<file path="config.mk">
export PLATFORM = sky130hd
export DESIGN_NAME = vend_multi
export DESIGN_NICKNAME = d
export VERILOG_FILES = /design/src/rtl/vend_multi.sv
export SDC_FILE = /design/constraint.sdc
export NUM_CORES = 1
export LEC_CHECK = 0
export CAP_MARGIN = 40
export CELL_PAD_IN_SITES_DETAIL_PLACEMENT = 0
export CELL_PAD_IN_SITES_GLOBAL_PLACEMENT = 2
export CORE_AREA = 2 2 97 99
export CTS_BUF_LIST = sky130_fd_sc_hd__clkbuf_8
export DETAILED_ROUTE_END_ITERATION = 10
export DIE_AREA = 0 0 99 101
export PLACE_DENSITY = 0.92
export REMOVE_ABC_BUFFERS = 1
export SYNTH_ARGS = -nofsm -noshare
export SYNTH_HDL_FRONTEND = slang
export SYNTH_SLANG_ARGS = --single-unit
</file>
<file path="constraint.sdc">
create_clock -name clk -period 10.63 [get_ports clk]
set_clock_uncertainty 0.05 [all_clocks]
set_input_delay 2.126 -clock clk [delete_from_list [all_inputs] [get_ports clk]]
set_output_delay 2.126 -clock clk [all_outputs]
set_load 0.03 [all_outputs]
</file>
<file path="src/rtl/vend_multi.sv">
// Multi-item vending controller: coin collection, change return, cancel/refund, sold-out alarm, inactivity timeout.
// Optional feature macro RESTOCK_EN adds a 'restock' input that reloads every stock counter from IDLE.
module vend_multi #(
    parameter int                             NUM_ITEMS   = 4,
    parameter int                             CREDIT_W    = 6,
    parameter int                             COIN_VAL1   = 5,
    parameter int                             COIN_VAL2   = 10,
    parameter logic [NUM_ITEMS*CREDIT_W-1:0]  PRICES      = {6'd25, 6'd20, 6'd15, 6'd15},
    parameter int                             STOCK_W     = 4,
    parameter int                             STOCK_INIT  = 3,
    parameter int                             TIMEOUT_CYC = 100,
    parameter int                             ALARM_CYC   = 8
) (
    input  logic                 clk,
    input  logic                 rst,
    input  logic [1:0]           in,
    input  logic [NUM_ITEMS-1:0] sel,
    input  logic                 cancel,
`ifdef RESTOCK_EN
    input  logic                 restock,
`endif
    output logic [NUM_ITEMS-1:0] dispense,
    output logic                 change_valid,
    output logic [CREDIT_W-1:0]  change_amt,
    output logic [CREDIT_W-1:0]  credit,
    output logic                 green_led,
    output logic                 red_led,
    output logic                 buzzer,
    output logic [6:0]           ssd
);

    localparam int IDX_W = (NUM_ITEMS > 1) ? $clog2(NUM_ITEMS) : 1;
    localparam int TMR_W = $clog2(TIMEOUT_CYC + 1);
    localparam int ALM_W = $clog2(ALARM_CYC + 1);

    localparam logic [CREDIT_W-1:0] VAL1       = CREDIT_W'(COIN_VAL1);
    localparam logic [CREDIT_W-1:0] VAL2       = CREDIT_W'(COIN_VAL2);
    localparam logic [TMR_W-1:0]    TMR_LAST   = TMR_W'(TIMEOUT_CYC - 1);
    localparam logic [ALM_W-1:0]    ALM_LAST   = ALM_W'(ALARM_CYC - 1);
    localparam logic [STOCK_W-1:0]  STOCK_FULL = STOCK_W'(STOCK_INIT);
    localparam logic [6:0]          SEG_DASH   = 7'b1000000;
    localparam logic [6:0]          SEG_E      = 7'b1111001;

    typedef enum logic [2:0] {
        S_IDLE,
        S_COLLECT,
        S_VEND,
        S_CHANGE,
        S_ERROR
    } state_e;

    state_e                 state_q, state_d;
    logic [IDX_W-1:0]       item_q, item_d;
    logic [CREDIT_W-1:0]    credit_q, credit_d;
    logic [TMR_W-1:0]       timer_q, timer_d;
    logic [ALM_W-1:0]       alarmCnt_q, alarmCnt_d;
    logic [STOCK_W-1:0]     stock_q [NUM_ITEMS];
    logic [STOCK_W-1:0]     stock_d [NUM_ITEMS];

    logic [NUM_ITEMS-1:0]   dispense_q, dispense_d;
    logic                   changeValid_q, changeValid_d;
    logic [CREDIT_W-1:0]    changeAmt_q, changeAmt_d;
    logic                   green_q, green_d;
    logic                   red_q, red_d;
    logic                   buzzer_q, buzzer_d;
    logic [6:0]             ssd_q, ssd_d;

    logic [CREDIT_W-1:0]    priceTab [NUM_ITEMS];
    logic [CREDIT_W-1:0]    price;
    logic [IDX_W-1:0]       selIdx;
    logic                   selOneHot;
    logic                   coinValid;
    logic [CREDIT_W-1:0]    coinVal;
    logic [CREDIT_W:0]      coinSum;
    logic [CREDIT_W-1:0]    creditSat;
    logic                   coinRej;
    logic [CREDIT_W-1:0]    chg_d;

    for (genvar g = 0; g < NUM_ITEMS; g++) begin : g_price
        assign priceTab[g] = PRICES[g*CREDIT_W +: CREDIT_W];
    end

    assign price     = priceTab[item_q];
    assign selOneHot = $onehot(sel);

    always_comb begin
        selIdx = '0;
        for (int i = 0; i < NUM_ITEMS; i++) begin
            if (sel[i]) selIdx = IDX_W'(i);
        end
    end

    // Saturating credit update: the carry out of the extra bit clamps to all-ones.
    always_comb begin
        coinValid = 1'b0;
        coinVal   = '0;
        case (in)
            2'b01: begin coinValid = 1'b1; coinVal = VAL1; end
            2'b10: begin coinValid = 1'b1; coinVal = VAL2; end
            default: begin coinValid = 1'b0; coinVal = '0; end
        endcase
    end

    assign coinSum   = {1'b0, credit_q} + {1'b0, coinVal};
    assign creditSat = coinSum[CREDIT_W] ? '1 : coinSum[CREDIT_W-1:0];

    function automatic logic [6:0] hexSeg(input logic [3:0] d);
        case (d)
            4'h0: hexSeg = 7'h3F;
            4'h1: hexSeg = 7'h06;
            4'h2: hexSeg = 7'h5B;
            4'h3: hexSeg = 7'h4F;
            4'h4: hexSeg = 7'h66;
            4'h5: hexSeg = 7'h6D;
            4'h6: hexSeg = 7'h7D;
            4'h7: hexSeg = 7'h07;
            4'h8: hexSeg = 7'h7F;
            4'h9: hexSeg = 7'h6F;
            4'hA: hexSeg = 7'h77;
            4'hB: hexSeg = 7'h7C;
            4'hC: hexSeg = 7'h39;
            4'hD: hexSeg = 7'h5E;
            4'hE: hexSeg = 7'h79;
            default: hexSeg = 7'h71;
        endcase
    endfunction

    // Next-state logic; chg_d carries the amount to present when entering CHANGE.
    always_comb begin
        state_d    = state_q;
        item_d     = item_q;
        credit_d   = credit_q;
        timer_d    = timer_q;
        alarmCnt_d = alarmCnt_q;
        chg_d      = '0;
        coinRej    = 1'b0;
        for (int i = 0; i < NUM_ITEMS; i++) stock_d[i] = stock_q[i];

        case (state_q)
            S_IDLE: begin
                credit_d = '0;
                coinRej  = (in != 2'b00);
                if (selOneHot) begin
                    if (stock_q[selIdx] != '0) begin
                        state_d = S_COLLECT;
                        item_d  = selIdx;
                        timer_d = '0;
                    end else begin
                        state_d    = S_ERROR;
                        alarmCnt_d = '0;
                    end
                end
`ifdef RESTOCK_EN
                if (restock) begin
                    for (int i = 0; i < NUM_ITEMS; i++) stock_d[i] = STOCK_FULL;
                end
`endif
            end
            S_COLLECT: begin
                if (cancel) begin
                    state_d  = S_CHANGE;
                    chg_d    = credit_q;
                    credit_d = '0;
                    coinRej  = (in != 2'b00);
                end else if (coinValid) begin
                    credit_d = creditSat;
                    timer_d  = '0;
                    if (creditSat >= price) state_d = S_VEND;
                end else begin
                    coinRej = (in == 2'b11);
                    if (timer_q == TMR_LAST) begin
                        state_d  = S_CHANGE;
                        chg_d    = credit_q;
                        credit_d = '0;
                    end else begin
                        timer_d = timer_q + TMR_W'(1);
                    end
                end
            end
            S_VEND: begin
                coinRej  = (in != 2'b00);
                credit_d = '0;
                if (stock_q[item_q] != '0) stock_d[item_q] = stock_q[item_q] - STOCK_W'(1);
                if (credit_q > price) begin
                    state_d = S_CHANGE;
                    chg_d   = credit_q - price;
                end else begin
                    state_d = S_IDLE;
                end
            end
            S_CHANGE: begin
                coinRej  = (in != 2'b00);
                credit_d = '0;
                state_d  = S_IDLE;
            end
            S_ERROR: begin
                credit_d = '0;
                if (alarmCnt_q == ALM_LAST) state_d = S_IDLE;
                else alarmCnt_d = alarmCnt_q + ALM_W'(1);
            end
            default: begin
                state_d  = S_IDLE;
                credit_d = '0;
            end
        endcase
    end

    // Outputs are decoded from the next state so the registered copies line up with the state they describe.
    always_comb begin
        dispense_d    = '0;
        changeValid_d = 1'b0;
        changeAmt_d   = '0;
        green_d       = 1'b0;
        red_d         = coinRej;
        buzzer_d      = 1'b0;
        ssd_d         = SEG_DASH;
        case (state_d)
            S_COLLECT: ssd_d = hexSeg(4'(item_d));
            S_VEND: begin
                dispense_d = NUM_ITEMS'(1) << item_d;
                green_d    = 1'b1;
                ssd_d      = hexSeg(4'(item_d));
            end
            S_CHANGE: begin
                changeValid_d = 1'b1;
                changeAmt_d   = chg_d;
                ssd_d         = hexSeg(4'(item_d));
            end
            S_ERROR: begin
                red_d    = 1'b1;
                buzzer_d = 1'b1;
                ssd_d    = SEG_E;
            end
            default: ssd_d = SEG_DASH;
        endcase
    end

    always_ff @(posedge clk) begin
        if (rst) begin
            state_q       <= S_IDLE;
            item_q        <= '0;
            credit_q      <= '0;
            timer_q       <= '0;
            alarmCnt_q    <= '0;
            for (int i = 0; i < NUM_ITEMS; i++) stock_q[i] <= STOCK_FULL;
            dispense_q    <= '0;
            changeValid_q <= 1'b0;
            changeAmt_q   <= '0;
            green_q       <= 1'b0;
            red_q         <= 1'b0;
            buzzer_q      <= 1'b0;
            ssd_q         <= SEG_DASH;
        end else begin
            state_q       <= state_d;
            item_q        <= item_d;
            credit_q      <= credit_d;
            timer_q       <= timer_d;
            alarmCnt_q    <= alarmCnt_d;
            for (int i = 0; i < NUM_ITEMS; i++) stock_q[i] <= stock_d[i];
            dispense_q    <= dispense_d;
            changeValid_q <= changeValid_d;
            changeAmt_q   <= changeAmt_d;
            green_q       <= green_d;
            red_q         <= red_d;
            buzzer_q      <= buzzer_d;
            ssd_q         <= ssd_d;
        end
    end

    assign dispense     = dispense_q;
    assign change_valid = changeValid_q;
    assign change_amt   = changeAmt_q;
    assign credit       = credit_q;
    assign green_led    = green_q;
    assign red_led      = red_q;
    assign buzzer       = buzzer_q;
    assign ssd          = ssd_q;

endmodule

</file>
== Yosys cells after proc, flatten, opt, wreduce, memory -nomap -nowiden ==
Memory sizes are Yosys's and may differ from the RTL's. A register that Yosys moved wholly into a read port is not among the register bits.
Index checks and enable logic that the tools add are counted.
Storage, ports and cells
  flip-flop bits (word level): 43
  memory bits (writable): 16
  bits of input ports: 9
  output and inout port bits: 27
  word-level logic and storage cells: 134
  memories: 1
Memory list
  stock_q: words 4, bits a word 4, read ports 6, clocked after Yosys merged registers in 1, wr ports 4, RTL line 57  | logic [STOCK_W-1:0] stock_q [NUM_ITEMS];
Operators by class
  add/subtract/negate cells: 8
  magnitude comparators: 4
  equality and inequality tests: 23
  shifts and indexed selects: 1
  mux-type cells: 60
  bitwise gates (word level): 8
  reduce and logical (&&, ||, !) cells: 17
Operators with widths (number)
  $mux 6: 9
  $mux 7: 5
  $mux 16: 2
  $mux 4: 8
  $pmux 7 s2: 2
  $pmux 7 s4: 1
  $mux 3: 7
  $bwmux 16: 1
  $pmux 4 s2: 2
  $mux 2: 7
  $bmux 6 s2: 1
  $eq 3x2->1 const B: 4
  $pmux 3 s4: 1
  $pmux 6 s2: 1
  $mux 1: 11
  $ne 2x2->1 const B: 5
  $eq 3x1->1 const B: 3
  $reduce_or 3->1: 3
  $demux 4 s2: 1
  $eq 2x2->1 const B: 4
  $reduce_bool 2->1: 4
  $reduce_bool 4->1: 2
  $add 6x6->7: 1
  $add 7x1->7 const B: 1
  other kinds (25): 35

== Depth between registers and ports, before layout ==
Gate-level depths: netlist of run 1.
  depth after elaboration: 12
  depth in mapped cells: 17
  mapped depth without buffers: 16

== Worst setup path before layout of run 1 ==
OpenSTA, ideal clock, no wires.
  path kind: input port to flip-flop
  start: in in[0]
  end: reg changeValid_q, in the netlist change_valid
  library setup time: 0.139 ns
  arrival: 5.010 ns
  required time: 10.441 ns
  setup slack: 5.431 ns
  cell stages on the path: 17
  buffers on the path: 1
  path through: inv_1 > ha_1 > buf_2 > xor2_1 > ha_1 > a21oi_1 > nor2_1 > a221oi_1 > a2111oi_2 > nor2_1 > ha_1 > nand2b_1 > a21o_1 > a211oi_1 > o221ai_1 > a311oi_1 > a311oi_1
Between the ends
  word-level cells in the longest chain between the ends: 11
  elaborated cells between the ends (all ways): 14
  classes of those cells: 1 x add/sub; 1 x order compare; 3 x eq/ne; 8 x mux; 1 x reduce/logical
RTL lines
  from (decl): RTL line 16  | input logic [1:0] in,
  $eq 2x2->1 / $eq 2x1->1 (equally long branches): RTL line 97  | case (in)
  $pmux 4 s2: RTL line 97
  $add 6x6->7: RTL line 104  | assign coinSum = {1'b0, credit_q} + {1'b0, coinVal};
  $mux 6: RTL line 105  | assign creditSat = coinSum[CREDIT_W] ? '1 : coinSum[CREDIT_W-1:0];
  $ge 6x6->1: RTL line 168  | if (creditSat >= price) state_d = S_VEND;
  $mux 3: RTL line 168
  $mux 3 *: RTL line 165  | end else if (coinValid) begin
  $mux 3 *: RTL line 160  | if (cancel) begin
  $pmux 3 s4 *: RTL line 139  | case (state_q)
  $eq 3x2->1 *: RTL line 217  | case (state_d)
  $mux 1 *: RTL line 217
  to (signal assigned): RTL line 261  | changeValid_q <= changeValid_d;
  to (decl): RTL line 61  | logic changeValid_q, changeValid_d;
Every way passes the cells marked *; elsewhere a longest branch is shown, timed or not.
A chain may end at the register's enable or synchronous reset.

== Final worst setup path of run 1 ==
Ends and elaborated chain as after synthesis.

==> metrics.md, run 1 <==
| Metric | Value |
|---|---|
| Outcome | `completed` |
| Dominant combinational cell family by area after synthesis | `simple AND/OR/NAND/NOR gates` |
| Relative slew slack | `around 43%` |
| Final GP Congestion | `approximately 0.86` |
| Worst skew pair latency | `~0.33 ns` |
| Pre-CTS setup slack | `4.50 ns` |
| DR vias | `around 2900` |
| Final worst path period share | `54.7%` |
| Setup crit end kind | `flip-flop` |
| Core area | `about 0.009 sq mm` |
| CP max FO | `10` |
| Hold Buf Count CTS | `0` |
| Unrepaired setup endpoints after global routing | `false` |
| Final Max Slew Viols | `0` |
| Leakage | `between 1.5 and 2 nW` |
| Worst-path clk slew | `0.06 ns` |
| Largest net degree at the start of global routing | `40` |
| R2R depth | `14` |
| Min-delay src | `timer_q[1]` |
| Synth Area in Simple Gates | `about 23%` |
| Worst EP required | `10.77 ns` |
| Setup WS post-layout | `4.82 ns` |
| Peak VDD IR | `approximately 0.064 mV` |
| Area delta synth->final | `17.6%` |
| Vias in the first global route | `2651` |
| # resized after CTS | `0` |
| Ys async rst share | `0%` |
| Reg-to-reg startpoint | `credit[1]` |
| Mux cell area share after synthesis | `5.59%` |
| Count of flip-flops with a built-in enable after synthesis | `0` |
| Rows | `35` |
| Mapped cell area | `0.00340 sq mm` |
| Die area | `between 0.009 and 0.01 sq mm` |
| Crit Path Category | `in -> reg` |
| Max frequency | `172 MHz` |
| Worst Max-Slew Pin Slew | `0.850 ns` |
| Ports | `36` |
| Multi-input logic area | `between 0.002 and 0.0025 sq mm` |
| Remaining routing DRC violations | `0` |
| Hold crit path type | `reg -> reg` |
| Synth Area in XOR/XNOR | `approximately 4.4%` |
| Hold Path Sink | `timer_q[1]` |
| Post-DP HPWL | `~6000 microns` |
| Drt total wl | `just over 8000 microns` |
| Ys flop type | `dfxtp_1` |
| Tot GR Track Use | `between 15 and 20%` |
| Clock Path Buffers | `2` |
| Final hold viol count | `0` |
| N_diodes | `0` |
| Filler Cells Inserted | `about 900` |
| IO buf count | `35` |
| Netlist cell types | `66` |
| Clock Sinks | `58` |
| Reg2Reg Setup Slack | `6.99 ns` |
| Die Wd | `just under 100 microns` |
| Worst path arrival time | `~6.0 ns` |
| Setup TNS | `0 ns` |
| Syn_area_per_cell | `approximately 8.7 sq um` |
| Setup Buffers After CTS | `0` |
| Initial antenna violation count | `0` |
| Post-synthesis compound-gate area fraction | `around 19%` |
| H-tree Lvls | `3` |
| Final setup viols | `0` |
| Max cap viols | `0` |
| RR Endpoint | `change_valid` |
| Share of cells above drive strength 1 | `9.15%` |
| Yosys reg bits | `58` |
| Reg area | `0.00116 sq mm` |
| Die H | `between 100 and 150 microns` |
| Min-Delay Path Depth | `2` |
| Starting Density | `37.9%` |
| Mapped Cells | `393` |
| Sequential fraction of the synthesis area | `between 30% and 40%` |
| Avg WL per Cell | `15.1 microns` |
| YS warnings | `0` |
| Post-DR vias/cell | `~5.4` |
| Tmin final | `5.81 ns` |
| Crit path launch type | `primary input` |
| PnR Total Power | `roughly 0.55 mW` |
| Adder-cell share of the synthesized area | `about 9%` |
| Power per cell area | `137 mW/mm^2` |
| Root Driver | `clkbuf_8` |
| Nets@finish | `approximately 460` |
| First-pass GRT wire length | `roughly 13000 microns` |
| Total CTS buffers | `9` |
| Gr ovfl total | `0` |
| DRT antenna net count | `0` |
| DRT iter0 DRCs | `~140` |
| CTS tree | `built` |
| 1st-pass router iterations | `4` |
==> metrics by stage <==
stage	instances	hold slack, ns	cell area, sq um	util, %
6_report	537	0.435	4000	44.6
5_1_grt	537	0.466	4000	44.6
4_1_cts	537	0.438	4000	44.6
3_5_place_dp	523	0.428	3810	42.4
3_3_place_gp	522	0.416	3800	42.4
2_1_floorplan	375	0.403	3310	-
==> worst max-delay path by stage <==
stage,slack (ns),cells after the start,to,start
after floorplan,5.37,16,change_valid,in[0]
after global placement,4.65,17,change_valid,in[0]
after detailed placement,4.50,17,change_valid,in[0]
after CTS,4.84,17,change_valid,in[0]
after global routing,4.47,17,change_valid,in[0]
final,4.82,17,change_valid,in[0]
==> state kept, by name, summed over array words and instances, names as in the netlist <==
name	count
dispense	4
change_valid	1
state_q	3
item_q	2
alarmCnt_q	4
change_amt	6
stock_q	16
credit	6
buzzer	1
timer_q	7
green_led	1
ssd	6
red_led	1
==> area by class of cell <==
type	count	share of cell area [%]
well taps	111	3.47
repair buffers	37	9.07
flip-flops and latches	58	29.0
clock inverters	3	1.00
multi-input cells	297	51.8
inverters	20	1.88
clock buffers	11	3.78
==> layout by cell type (no fill, tap or decap), types with 10 or more instances in the layout <==
master / n
a21oi_1: 23
xnor2_1: 10
clkdlybuf4s50_1: 35
nand2_1: 23
o21ai_0: 19
inv_1: 20
ha_1: 22
nor2_1: 57
nand2b_1: 10
clkbuf_8: 11
mux2i_1: 10
dfxtp_1: 58
==> Yosys cell counts, drive strengths merged, types with 4 or more instances <==
cell type / number / area (sq um)
nor4: 4 / 25.0
o22ai: 4 / 31.3
nor4b: 4 / 35.0
and2: 5 / 33.8
nor2b: 5 / 31.3
a31oi: 4 / 25.0
a211o: 9 / 78.8
ha: 22 / 275
o21ai: 21 / 109
nand2: 23 / 86.3
nor2: 58 / 220
a21oi: 24 / 124
dfxtp: 58 / 1160
nor3: 9 / 45.0
nand3b: 6 / 45.0
buf: 9 / 58.8
nand3: 7 / 35.0
xnor2: 10 / 87.6
or2: 4 / 25.0
inv: 20 / 75.1
mux4: 4 / 90.1
nand2b: 10 / 62.6
mux2i: 10 / 100
clkbuf: 9 / 35.0
xor2: 7 / 61.3
==> logic make-up (layout without fill, tap and decap cells) <==
| logic type | count (synthesis) | in the layout |
|---|---|---|
| compound gates | 90 | 90 |
| xor+xnor | 17 | 17 |
| fa+ha+maj | 24 | 24 |
| buf+inv | 38 | 71 |
| flops | 58 | 58 |
| mux | 14 | 14 |
| simple gates | 152 | 152 |
==> layer usage <==
metal,wire length (microns),GRT usage [%]
met1,3880,23.2
met2,3670,26.2
met3,434,3.68
met4,100,5.06
met5,0,0
==> critical path, cell delays in order <==
cell             delay [ns]
clkdlybuf4s50_1        0.47
inv_1                  0.13
ha_1                   0.36
xor2_1                 0.19
ha_1                   0.17
a21oi_1                0.07
nor2_1                 0.14
a221oi_1               0.06
a2111oi_2              0.59
nor2_1                 0.13
ha_1                   0.29
nand2b_1               0.14
a21o_1                 0.17
a211oi_1               0.22
o221ai_1               0.22
a311oi_1               0.38
a311oi_1               0.08
==> where the power goes <==
| group | leakage, nW | total [mW] | switching (mW) | internal [mW] |
|---|---|---|---|---|
| sequential | 0.469 | 0.238 | 0.0108 | 0.227 |
| clock | 0.101 | 0.200 | 0.0828 | 0.118 |
| combinational | 1.02 | 0.112 | 0.0648 | 0.0471 |
Power figures use the tool's default switching activity.
==> run 2, diff against run 1 <==
--- a/config.mk
+++ b/config.mk
@@ -8,11 +8,11 @@
 export CAP_MARGIN = 40
 export CELL_PAD_IN_SITES_DETAIL_PLACEMENT = 0
 export CELL_PAD_IN_SITES_GLOBAL_PLACEMENT = 2
-export CORE_AREA = 2 2 97 99
+export CORE_AREA = 2 2 107 109
 export CTS_BUF_LIST = sky130_fd_sc_hd__clkbuf_8
 export DETAILED_ROUTE_END_ITERATION = 10
-export DIE_AREA = 0 0 99 101
-export PLACE_DENSITY = 0.92
+export DIE_AREA = 0 0 109 111
+export PLACE_DENSITY = 0.82
 export REMOVE_ABC_BUFFERS = 1
 export SYNTH_ARGS = -nofsm -noshare
 export SYNTH_HDL_FRONTEND = slang
==> constraint.sdc (replaced) <==
create_clock -name clk -period 5.13 [get_ports clk]
set_clock_uncertainty 0.05 [all_clocks]
set_input_delay 1.026 -clock clk [delete_from_list [all_inputs] [get_ports clk]]
set_output_delay 1.026 -clock clk [all_outputs]
set_load 0.03 [all_outputs]
==> metrics.md, run 2 (synthesized netlist as in run 1, its figures left out) <==
| Metric | Value |
|---|---|
| Total CTS buffers | `9 (unchanged)` |
| Setup TNS | `0 ns (unchanged)` |
| Min-Delay Path Depth | `2 (unchanged)` |
| Crit path launch type | `primary input` |
| Final Max Slew Viols | `0 (unchanged)` |
| PnR Total Power | `1.22 mW (+120%)` |
| Worst-path clk slew | `0.07 ns (about the same)` |
| First-pass GRT wire length | `14100 microns (+4.9%)` |
| Ports | `36 (unchanged)` |
| Outcome | `completed` |
| GRT busiest layer | `met2` |
| Crit. path cell count | `17 (unchanged)` |
| Final hold viol count | `0 (unchanged)` |
| Die H | `111 microns (+9.9%)` |
| Post-DR vias/cell | `5.12 (-4.7%)` |
| Max cap viols | `0 (unchanged)` |
| # resized after CTS | `0 (unchanged)` |
| GR Layer Usage met1 | `19.4% (-3.9 points)` |
| Clock Path Buffers | `2 (unchanged)` |
| Crit Path Category | `in -> reg` |
| Relative slew slack | `42.2% (-0.58 points)` |
| Initial antenna violation count | `0 (unchanged)` |
| CTS tree | `built` |
| Met3 global-route usage | `3.41% (-0.27 points)` |
| CP delay by family, top | `compound AO/OA/AOI/OAI gates` |
| Area delta synth->final | `20.6%` |
| CP Launch Point | `in[0]` |
| Final GP Congestion | `0.817 (-4.8%)` |
| Critical-path top delay cell | `a2111oi_2` |
| Largest net degree at the start of global routing | `40 (unchanged)` |
| Die Wd | `109 microns (+10%)` |
| Final setup viols | `0 (unchanged)` |
| Rows | `39 (+11%)` |
| Filler Cells Inserted | `1157 (+26%)` |
| Core area | `0.0111 sq mm (+23%)` |
| CP endpoint | `change_valid` |
| N_diodes | `0 (unchanged)` |
| Multi-input logic area | `0.00207 sq mm (unchanged)` |
| Hold Buf Count CTS | `0 (unchanged)` |
| Vias in the first global route | `2884 (+8.8%)` |
| Commonest non-fill, non-tap cell in the layout | `dfxtp_1` |
| Setup crit end kind | `flip-flop` |
| 1st-pass router iterations | `4 (unchanged)` |
| DRT antenna net count | `0 (unchanged)` |
| DP Cell Count | `557 (+6.5%)` |
| Clock Sinks | `58 (unchanged)` |
| Max incr delay on CP | `0.59 ns (about the same)` |
| Post-DP HPWL | `6200 microns (+2.4%)` |
| Root Driver | `clkbuf_8` |
| Most frequent CP cell | `ha_1` |
| CP max FO | `8 (-2)` |
| Max frequency | `~220 MHz` |
| Pre-CTS setup slack | `0.176 ns (-4.32 ns)` |
| Top flop regs | `stock_q (16), timer_q (7)` |
| Unrepaired setup endpoints after global routing | `false` |
| Setup WS post-layout | `0.553 ns (-4.27 ns)` |
| Starting Density | `30.7% (-7.2 points)` |
| IO buf count | `35 (unchanged)` |
| Largest Register | `stock_q` |
| RR Endpoint | `change_valid` |
| DR vias | `2933 (+1.7%)` |
| R2R depth | `14 (unchanged)` |
| Peak VDD IR | `0.147 mV (+130%)` |
| Worst EP required | `5.27 ns (-5.50 ns)` |
| Final worst path period share | `about 89%` |
| Gr ovfl total | `0 (unchanged)` |
| Nets@finish | `458 (+0.44%)` |
| Worst Max-Slew Pin Slew | `0.858 ns (+0.00856 ns)` |
| Share of cells above drive strength 1 | `10.0% (+0.85 points)` |
| Max FFs per register | `16 (unchanged)` |
| Hold crit path type | `reg -> reg` |
| Tmin final | `between 4 and 5 ns` |
| WP buf/inv | `2 (unchanged)` |
| Worst path arrival time | `4.72 ns (-1.23 ns)` |
| Fin cells | `573 (+6.7%)` |
| Grt met2 use | `23.1% (-3.2 points)` |
| Reg-to-reg startpoint | `credit[1]` |
| Tot GR Track Use | `14.6% (-2.2 points)` |
| Avg WL per Cell | `14.6 microns (-3.3%)` |
| Leakage | `1.62 nW (+1.7%)` |
| Die area | `0.0121 sq mm (+21%)` |
| DRT iter0 DRCs | `102 (-27%)` |
| Worst skew pair latency | `0.33 ns (about the same)` |
| Drt total wl | `8350 microns (+3.2%)` |
| Power per cell area | `298 mW/mm^2 (+120%)` |
| Crit path cell chain | `clkdlybuf4s50_1 -> inv_1 -> ha_1 -> xor2_1 -> ha_1 -> a21oi_1 -> nor2_1 -> a221oi_1 -> a2111oi_2 -> nor2_1 -> ha_1 -> nand2b_1 -> a21o_1 -> a211oi_1 -> o221ai_1 -> a311oi_1 -> a311oi_1` |
| Reg2Reg Setup Slack | `1.47 ns (-5.52 ns)` |
| Setup Buffers After CTS | `0 (unchanged)` |
| Remaining routing DRC violations | `0 (unchanged)` |
| Most frequent cells in the layout | `58 x dfxtp_1, 57 x nor2_1, 35 x clkdlybuf4s50_1` |
| Min-delay src | `timer_q[1]` |
| H-tree Lvls | `3 (unchanged)` |
| Reg area | `0.00116 sq mm (unchanged)` |
[run 2: cell count changes in the layout (fill, tap and decap cells not counted)]
cell	change
clkinvlp_4	+1
buf_4	+2
bufinv_16	+1
clkinv_2	-1
clkbuf_8	+1
[run 2: where the power goes]
group	switching, mW	internal, mW
combinational	0.136	0.0984
clock	0.186	0.313
sequential	0.0204	0.469
[run 2: per-layer routing]
metal  routed length [microns]  vias up
met3                       322       11
met4                       122        0
met2                      3980       57
met5                         0        -
li1                          -     1475
met1                      3920     1390
[run 2: worst min path at each step]
| stage | to | slack [ns] |
|---|---|---|
| after floorplan | stock_q[2][0] | 0.40 |
| after global placement | timer_q[1] | 0.42 |
| after detailed placement | timer_q[1] | 0.42 |
| after CTS | timer_q[1] | 0.43 |
| after global routing | stock_q[2][0] | 0.46 |
| final | timer_q[1] | 0.43 |
[run 2: layout make-up]
| type | count | share of cell area [%] |
|---|---|---|
| clock buffers | 12 | 4.03 |
| clock inverters | 4 | 1.77 |
| inverters | 20 | 1.83 |
| multi-input cells | 297 | 50.5 |
| flip-flops and latches | 58 | 28.3 |
| well taps | 143 | 4.36 |
| repair buffers | 39 | 9.21 |
[run 2: tightest hold or removal path, stage by stage (launching register included)]
cell,delay [ns]
dfxtp_1,0.32
nand3_1,0.06
a21oi_1,0.05
[run 2: stage by stage]
| stage | instance area [sq um] | hold slack (ns) | utilization, % |
|---|---|---|---|
| after floorplan | 3310 | 0.403 | - |
| after global placement | 3860 | 0.416 | 34.8 |
| after detailed placement | 3860 | 0.424 | 34.9 |
| after CTS | 4100 | 0.434 | 37.0 |
| after global routing | 4100 | 0.462 | 37.0 |
| final | 4100 | 0.431 | 37.0 |
==> run 3, diff against run 2 <==
--- a/config.mk
+++ b/config.mk
@@ -8,12 +8,12 @@
 export CAP_MARGIN = 40
 export CELL_PAD_IN_SITES_DETAIL_PLACEMENT = 0
 export CELL_PAD_IN_SITES_GLOBAL_PLACEMENT = 2
-export CORE_AREA = 2 2 107 109
-export CTS_BUF_LIST = sky130_fd_sc_hd__clkbuf_8
+export CORE_AREA = 2 2 108 110
 export DETAILED_ROUTE_END_ITERATION = 10
-export DIE_AREA = 0 0 109 111
-export PLACE_DENSITY = 0.82
+export DIE_AREA = 0 0 110 112
+export PLACE_DENSITY = 0.8
 export REMOVE_ABC_BUFFERS = 1
+export SLEW_MARGIN = 25
 export SYNTH_ARGS = -nofsm -noshare
 export SYNTH_HDL_FRONTEND = slang
 export SYNTH_SLANG_ARGS = --single-unit
==> constraint.sdc (replaced) <==
create_clock -name clk -period 3.8 [get_ports clk]
set_clock_uncertainty 0.05 [all_clocks]
set_input_delay 0.76 -clock clk [delete_from_list [all_inputs] [get_ports clk]]
set_output_delay 0.76 -clock clk [all_outputs]
set_load 0.03 [all_outputs]
==> metrics.md, run 3 (synthesized netlist as in run 1, its figures left out) <==
| Metric | Value |
|---|---|
| Outcome | `completed` |
| Nets@finish | `500 (+9.2%)` |
| Most frequent cells in the layout | `58 x dfxtp_1, 56 x nor2_1, 42 x buf_4` |
| Final GP Congestion | `0.841 (+2.9%)` |
| Fin cells | `615 (+7.3%)` |
| Top flop regs | `stock_q (16), timer_q (7)` |
| Total CTS buffers | `9 (unchanged)` |
| Max frequency | `between 200 and 300 MHz` |
| Largest net degree at the start of global routing | `35 (-13%)` |
| Rows | `39 (unchanged)` |
| Final hold viol count | `0 (unchanged)` |
| Relative slew slack | `54.7% (+12 points)` |
| Max FFs per register | `16 (unchanged)` |
| Crit Path Category | `in -> reg` |
| DR vias | `3101 (+5.7%)` |
| First-pass GRT wire length | `15400 microns (+9.3%)` |
| Power per cell area | `417 mW/mm^2 (+40%)` |
| Crit path launch type | `primary input` |
| IO buf count | `35 (unchanged)` |
| Core area | `0.0112 sq mm (+0.88%)` |
| 1st-pass router iterations | `4 (unchanged)` |
| Gr ovfl total | `0 (unchanged)` |
| Final Max Slew Viols | `0 (unchanged)` |
| Commonest non-fill, non-tap cell in the layout | `dfxtp_1` |
| Max cap viols | `0 (unchanged)` |
| Avg WL per Cell | `15.1 microns (+3.4%)` |
| Reg area | `0.00116 sq mm (unchanged)` |
| Worst-path clk slew | `0.05 ns (-0.02 ns)` |
| Hold crit path type | `reg -> reg` |
| Filler Cells Inserted | `1102 (-4.8%)` |
| Worst path arrival time | `3.94 ns (-0.78 ns)` |
| Clock Sinks | `58 (unchanged)` |
| Leakage | `1.91 nW (+18%)` |
| Setup crit end kind | `flip-flop` |
| Worst EP required | `4.01 ns (-1.26 ns)` |
| Root Driver | `clkbuf_16` |
| H-tree Lvls | `3 (unchanged)` |
| Post-DR vias/cell | `5.04 (-1.5%)` |
| Tmin final | `~3.7 ns` |
| CP max FO | `5 (-3)` |
| Share of cells above drive strength 1 | `22.0% (+12 points)` |
| Post-Route Utilization | `41.7% (+4.6 points)` |
| Die Wd | `110 microns (+0.92%)` |
| Ports | `36 (unchanged)` |
| Die H | `112 microns (+0.90%)` |
| DP Cell Count | `596 (+7.0%)` |
| Die area | `0.0123 sq mm (+1.8%)` |
| Clock Path Buffers | `2 (unchanged)` |
| Hold Buf Count CTS | `0 (unchanged)` |
| Worst Max-Slew Pin Slew | `0.671 ns (-0.187 ns)` |
| Initial antenna violation count | `0 (unchanged)` |
| Largest Register | `stock_q` |
| CTS tree | `built` |
| Area delta synth->final | `36.9%` |
| Starting Density | `30.4% (-0.27 points)` |
| Worst skew pair latency | `0.34 ns (about the same)` |
| Remaining routing DRC violations | `0 (unchanged)` |
| Peak VDD IR | `0.238 mV (+62%)` |
| DRT antenna net count | `0 (unchanged)` |
| Vias in the first global route | `3077 (+6.7%)` |
| Final setup viols | `0 (unchanged)` |
| Post-DP HPWL | `6890 microns (+11%)` |
| DRT iter0 DRCs | `126 (+24%)` |
| Multi-input logic area | `0.00220 sq mm (+6.3%)` |
| Final worst path period share | `between 90 and 100%` |
| Drt total wl | `9260 microns (+11%)` |
| Tot GR Track Use | `16.2% (+1.6 points)` |
| N_diodes | `0 (unchanged)` |
-- run 3: cell count changes in the layout (fill, tap and decap cells not counted), sizes merged --
cell	previous run	this run
dlymetal6s2s	0	3
clkinv	1	2
buf	4	45
clkdlybuf4s50	35	32
-- run 3: per-layer routing --
| metal | global-route usage, % | share of wire, % | up-vias |
|---|---|---|---|
| li1 | - | - | 1557 |
| met1 | 21.3 | 48 | 1470 |
| met2 | 25.6 | 47 | 54 |
| met3 | 3.69 | 3.0 | 20 |
| met4 | 6.08 | 2.3 | 0 |
| met5 | 0 | 0 | - |
-- run 3: stage by stage --
stage | total power [mW] | setup TNS, ns | worst slack [ns] | hold slack, ns | cell area (sq um)
CTS | 1.94 | 0 | 0.0158 | 0.430 | 4540
global placement | 1.04 | -8.09 | -0.509 | 0.415 | 4170
finish | 1.94 | 0 | 0.0672 | 0.430 | 4660
detailed placement | 1.04 | -8.70 | -0.541 | 0.423 | 4170
floorplan | 0.884 | -0.154 | -0.0959 | 0.403 | 3310
global route | 2.03 | -0.306 | -0.0481 | 0.460 | 4660
-- run 3: power by group --
group / internal, mW / total (mW) / switching (mW)
Clock: 0.589 / 0.877 / 0.288
Combinational: 0.188 / 0.405 / 0.216
Sequential: 0.635 / 0.658 / 0.0230
-- run 3: layout make-up --
class / count / share of cell area [%]
Inverter: 20 / 1.61
Sequential cell: 58 / 24.9
Clock inverter: 5 / 1.67
Tap cell: 143 / 3.84
Timing Repair Buffer: 81 / 15.5
Clock buffer: 11 / 5.21
Multi-Input combinational cell: 297 / 47.3
-- run 3: final timing paths --
kind,from,to,slack (ns),cells after the start
hold reg to reg,timer_q[1],timer_q[1],0.43,2
hold / removal,timer_q[1],timer_q[1],0.43,2
setup / recovery,sel[0],dispense[1],0.07,13
setup reg to reg,item_q[1],change_valid,0.86,10
-- run 3: what timing repair did --
item | CTS | global route
setup buffers | 0 | 2
endpoints found under the setup margin | 16 | 20
pin swaps | 4 | 11
resized for setup | 8 | 26
-- run 3: critical path: stages --
cell,delay [ns]
clkdlybuf4s50_1,0.46
inv_1,0.05
fa_1,0.53
inv_1,0.04
ha_1,0.20
ha_4,0.22
or4b_4,0.54
a2111oi_4,0.38
o21ai_4,0.17
buf_6,0.17
mux2i_4,0.18
buf_4,0.15
nor2_1,0.09
